==> src/rtl/nec_prefetch.sv <==
// rtl/nec_prefetch.sv - 8-byte instruction prefetch queue and code-fetch controller
// Optional NEC_PREFETCH_8BIT_EN: 8-bit bus, every fetch is a single byte.
module nec_prefetch #(
    parameter int QUEUE_SIZE = 8,
    parameter int MIN_FREE   = 2
) (
    input  logic            clk,
    input  logic            reset,
    input  logic            ce_1,
    input  logic            ce_2,
    input  logic            flush,
    input  logic [15:0]     flush_ps,
    input  logic [15:0]     flush_pc,
    input  logic [3:0]      consume,
    output logic [3:0]      ipq_len,
    output logic [7:0][7:0] ipq,
    output logic            bus_req,
    output logic [19:0]     bus_addr,
    output logic            bus_word,
    input  logic            bus_ack,
    input  logic [15:0]     bus_data
);
    typedef enum logic {S_IDLE, S_REQ} state_t;

    localparam logic [3:0] QSIZE = 4'(QUEUE_SIZE);
`ifndef NEC_PREFETCH_8BIT_EN
    localparam logic [3:0] MINF  = 4'(MIN_FREE);
`endif

    state_t          state, state_nxt;
    logic [15:0]     head_pc, head_nxt;
    logic [15:0]     fetch_pc, fetch_nxt;
    logic [15:0]     ps, ps_nxt;
    logic            discard, discard_nxt;
    logic            req_nxt, word_nxt;
    logic [19:0]     addr_nxt;
    logic [7:0][7:0] ipq_nxt;

    logic            ce;
    logic [3:0]      free;
    logic [19:0]     phys_addr;
    logic            fetch_ok;
    logic            fetch_word;

    assign ce        = ce_1 | ce_2;
    // Queue length is the PC distance; only the low nibble matters since it never exceeds 8.
    assign ipq_len   = fetch_pc[3:0] - head_pc[3:0];
    assign free      = QSIZE - ipq_len;
    assign phys_addr = {ps, 4'h0} + {4'h0, fetch_pc};

    always_comb begin
        fetch_word = 1'b0;
        fetch_ok   = 1'b0;
`ifdef NEC_PREFETCH_8BIT_EN
        fetch_ok = (free >= 4'd1);
`else
        if (fetch_pc[0]) begin
            fetch_ok = (free >= 4'd1);
        end else begin
            fetch_word = 1'b1;
            fetch_ok   = (free >= MINF) && (free >= 4'd2);
        end
`endif
    end

    always_comb begin
        state_nxt   = state;
        head_nxt    = head_pc;
        fetch_nxt   = fetch_pc;
        ps_nxt      = ps;
        discard_nxt = discard;
        req_nxt     = bus_req;
        addr_nxt    = bus_addr;
        word_nxt    = bus_word;
        ipq_nxt     = ipq;

        case (state)
            S_IDLE: begin
                // A flush edge never issues: the fetch would use the stale address.
                if (!flush && fetch_ok) begin
                    state_nxt = S_REQ;
                    req_nxt   = 1'b1;
                    addr_nxt  = phys_addr;
                    word_nxt  = fetch_word;
                end
            end
            S_REQ: begin
                if (bus_ack) begin
                    state_nxt   = S_IDLE;
                    req_nxt     = 1'b0;
                    discard_nxt = 1'b0;
                    if (!discard && !flush) begin
`ifdef NEC_PREFETCH_8BIT_EN
                        ipq_nxt[fetch_pc[2:0]] = bus_data[7:0];
                        fetch_nxt = fetch_pc + 16'd1;
`else
                        if (bus_word) begin
                            ipq_nxt[fetch_pc[2:0]]        = bus_data[7:0];
                            ipq_nxt[fetch_pc[2:0] + 3'd1] = bus_data[15:8];
                            fetch_nxt = fetch_pc + 16'd2;
                        end else begin
                            // Byte fetches only happen at odd addresses: high lane.
                            ipq_nxt[fetch_pc[2:0]] = bus_data[15:8];
                            fetch_nxt = fetch_pc + 16'd1;
                        end
`endif
                    end
                end else if (flush) begin
                    discard_nxt = 1'b1;
                end
            end
            default: state_nxt = S_IDLE;
        endcase

        if (flush) begin
            head_nxt  = flush_pc;
            fetch_nxt = flush_pc;
            ps_nxt    = flush_ps;
        end else if (consume > ipq_len) begin
            head_nxt = fetch_nxt;
        end else begin
            head_nxt = head_pc + {12'd0, consume};
        end
    end

    always_ff @(posedge clk) begin
        if (reset) begin
            state    <= S_IDLE;
            head_pc  <= 16'd0;
            fetch_pc <= 16'd0;
            ps       <= 16'd0;
            discard  <= 1'b0;
            bus_req  <= 1'b0;
            bus_addr <= 20'd0;
            bus_word <= 1'b0;
            ipq      <= '0;
        end else if (ce) begin
            state    <= state_nxt;
            head_pc  <= head_nxt;
            fetch_pc <= fetch_nxt;
            ps       <= ps_nxt;
            discard  <= discard_nxt;
            bus_req  <= req_nxt;
            bus_addr <= addr_nxt;
            bus_word <= word_nxt;
            ipq      <= ipq_nxt;
        end
    end
endmodule

==> config.mk <==
export PLATFORM = sky130hd
export DESIGN_NAME = nec_prefetch
export DESIGN_NICKNAME = d
export VERILOG_FILES = /design/src/rtl/nec_prefetch.sv
export SDC_FILE = /design/constraint.sdc
export NUM_CORES = 1
export LEC_CHECK = 0
export CAP_MARGIN = 25
export CELL_PAD_IN_SITES_DETAIL_PLACEMENT = 1
export CELL_PAD_IN_SITES_GLOBAL_PLACEMENT = 1
export CORE_MARGIN = 3
export CORE_UTILIZATION = 38
export CTS_CLUSTER_DIAMETER = 80
export DETAILED_ROUTE_END_ITERATION = 10
export GPL_ROUTABILITY_DRIVEN = 0
export HOLD_SLACK_MARGIN = 0.05
export MAX_ROUTING_LAYER = met4
export PLACE_DENSITY_LB_ADDON = 0.1
export SYNTH_ARGS = -nofsm -noshare
export SYNTH_HDL_FRONTEND = slang
export SYNTH_SLANG_ARGS = --single-unit
==> constraint.sdc <==
create_clock -name clk -period 4.1 [get_ports clk]
set_input_delay 0.82 -clock clk [delete_from_list [all_inputs] [get_ports clk]]
set_output_delay 0.82 -clock clk [all_outputs]
set_load 0.005 [all_outputs]
==> summary.md <==
- finished, final reports clean — status
- dfxtp_1 — Synth Flop Type
- output pin — endpoint type of the worst setup path
- 65 — count of unique library cells instantiated by Yosys
- 1032 — net count after synthesis
- reg2out — critical path start-end classification
- 0.06 ns — Clock Pin Slew Worst Setup and Hold Paths
- 0 — Max-Cap Viols
- 0.354 mV — worst ir drop on vdd
- fetch_pc[1] — source of the critical timing path
- 0 — number of nets still failing antenna checks after routing
- 3.18 ns — post-layout minimum cycle time
- 33.4% — share of the yosys chip area belonging to registers
- 402 nW/um^2 — power density cells
- 3 — count of buffering cells on the critical path with inverters included
- 4 — H-Tree Level Count
- 0.59 ns — delay of the slowest cell on the worst path
- 21300 um^2 — Die ar.
- 39.2% — Starting Density
- 146 x clkdlybuf4s50_1, 123 x dfxtp_1, 112 x a21oi_1 — top library cells by usage in the layout, fill and taps aside
- 25900 um — total detailed-routing wirelength
- 2.44% — multiplexer area fraction after synthesis
- clkbuf_16 — root buffer selected by CTS
- 146 um — overall die width
- clkdlybuf4s50_1 — leading cell type in the layout, fill and taps excluded
- 148 — number of I/O pins
- 24.6% — Total Routing Usage GR
- 545 — Iteration-0 DRC Markers
- 146 um — Die Height
- 0 — Antenna Diode Count
- register — crit path launch type
- 940 — number of cells produced by synthesis
- 50 — std cell rows
- 7452 — vias in the first global route
- inv_1 — most numerous cell on the critical path
- 3.28 ns — required time at the endpoint of the critical path
- 147 — quantity of I/O buffers inserted on ports
- 6.03% — adder-cell area share of the yosys netlist
- 0 ns — total negative slack for setup checks
- 2 — maximum count of clock buffers along a single path
- 19.7 um — average routed wire per standard cell
- 0 — number of synthesized flops with an enable pin
- 7.90 um^2 — post-synthesis average cell area
- 17.0% — simple logic cell fraction of the synthesized area
- compound AO/OA/AOI/OAI gates — main combinational cell family by area after synthesis
- 2.66% — XOR/XNOR share of the synthesized area
- 0 — final max-slew violation count
- 0 — post-CTS setup buffers
- 0 — Remaining Overflow, GRT
- built — CTS tree
- 3.47 nW — static leakage power
- 0 — count of endpoints failing hold in the final timing report
- 0 — initial antenna violation count
- false — RSZ-0062 raised after global routing
- 124 — post-synthesis sequential element count
- 314 MHz — maximum achievable frequency
- 7430 um^2 — area of the mapped netlist
- 41400 um — wire length of the first global-routing pass
- 124 — clock sink total
- 19000 um^2 — Core Footprint
- 17 — TritonCTS buffer count
- 33.0% — Worst slew margin
- 9 — largest driver fanout on the critical path
- 0.00924 ns — worst clock skew on the final layout
- 89 — maximum number of pins on one net before global-route repair
- 0% — Synth async-reset ratio
- 77.6% — Final period util
- 0 — hold_buf cts
- ps[9] — Hold Crit Start
- buffers and inverters — Crit path max-delay family
- fetch_pc[1] — Reg-to-Reg Start
- 50.8% — fraction of the core area covered by cells at the end of the flow
- 7552 — number of vias in the routed layout
- 2.36 ns — crit path DAT
- 0 — Finish-stage setup viols
- 0 — Yosys warnings
- 2297 — layout filler cell count
- reg2reg — kind of path behind the tightest hold check
- 0 — Residual DRC
- 32.6% — compound-gate portion of the synthesized area
- 1131 — post-layout net count
- 5 — router iterations before antenna repair
- 0 — Resized cells post-CTS
- 29.6% — post-synthesis to final-layout area growth
- 0.997 ns — worst slew pin tran
- inv_1 > fa_1 > inv_1 > clkdlybuf4s50_1 — cells traversed along the worst timing path
- 0.42 ns — source-to-sink clock delay at the later pin of the worst-skew pair
- 5.76 — vias per std cell
- 18000 um — detailed placement HPWL
- fa_1 — slowest stage cell on the critical path
- 6.94% — layout cell share with drive strength beyond 1
metal layers:
layer  up-vias  global-route usage [%]  wire [um]
li1       3655                       -          -
met1      3632                    30.6      11500
met2       224                    41.1      12700
met3        41                    3.49       1080
met4         0                    8.36        618
met5         -                       -          0
path summary, 6_finish.rpt:
check             cells after the start  slack (ns)          end
setup / recovery                      4        0.92   ipq_len[1]
hold / removal                        2        0.46        ps[9]
setup reg to reg                     10        0.96  bus_addr[9]
hold reg to reg                       2        0.46        ps[9]
metrics by stage:
step / hold slack (ns) / instances / setup slack (ns) / area [um^2] / power [mW]
after floorplan: 0.440 / 940 / 1.07 / 7430 / 2.01
after global placement: 0.449 / 1279 / 0.980 / 9010 / 2.35
after detailed placement: 0.453 / 1280 / 0.896 / 9040 / 2.38
after CTS: 0.462 / 1312 / 0.895 / 9630 / 3.90
after global routing: 0.488 / 1312 / 0.655 / 9630 / 4.05
final: 0.459 / 1312 / 0.918 / 9630 / 3.87
cell usage after synthesis (all sizes together) (7+ instances only):
cell,number,area [um^2]
ha,31,388
and2,7,43.8
nor2b,11,68.8
dfxtp,124,2480
a22oi,31,233
a32o,9,90.1
a21oi,112,561
mux2i,17,170
buf,19,97.6
a221oi,8,70.1
xor2,9,86.3
nor3,28,150
o21ai,60,300
nand2,75,282
clkbuf,67,251
nand3,12,60.1
o221a,11,124
a211oi,30,230
o22ai,12,75.1
inv,23,86.3
xnor2,10,87.6
nor2,105,397
nand2b,8,50.1
a22o,45,394
worst min-delay path, cell delays in order (launching register included):
cell     delay, ns
dfxtp_1       0.31
nand2_1       0.05
a21oi_1       0.05
power breakdown:
group,internal (mW),switching [mW],leakage [nW]
combinational,0.441,0.597,2.18
clock,0.913,0.595,0.280
sequential,1.27,0.0610,1.01
total,2.62,1.25,3.47
logic make-up after synthesis:
| family | Yosys count |
|---|---|
| AOI/OAI and AO/OA | 358 |
| and+or+nand+nor | 276 |
| buffers and inverters | 110 |
| muxes | 18 |
| DFF | 124 |
| xor gates and xnor gates | 20 |
| adders and majority gates | 34 |
area by class of cell:
type | instances | area (um^2) | area share, %
clock buffers | 19 | 443 | 4.60
clock inverters | 13 | 141 | 1.47
inverters | 24 | 90.1 | 0.936
multi-input cells | 706 | 4510 | 46.9
flip-flops and latches | 124 | 2480 | 25.8
well taps | 260 | 325 | 3.38
repair buffers | 166 | 1630 | 16.9
flip-flops by register name (all words and copies together) (netlist names):
name      flops
fetch_pc     16
discard       1
bus_addr     20
ipq          64
ps           16
state         1
bus_req       1
head_pc       4
bus_word      1
Note: power is estimated with default switching activity, not from simulation.
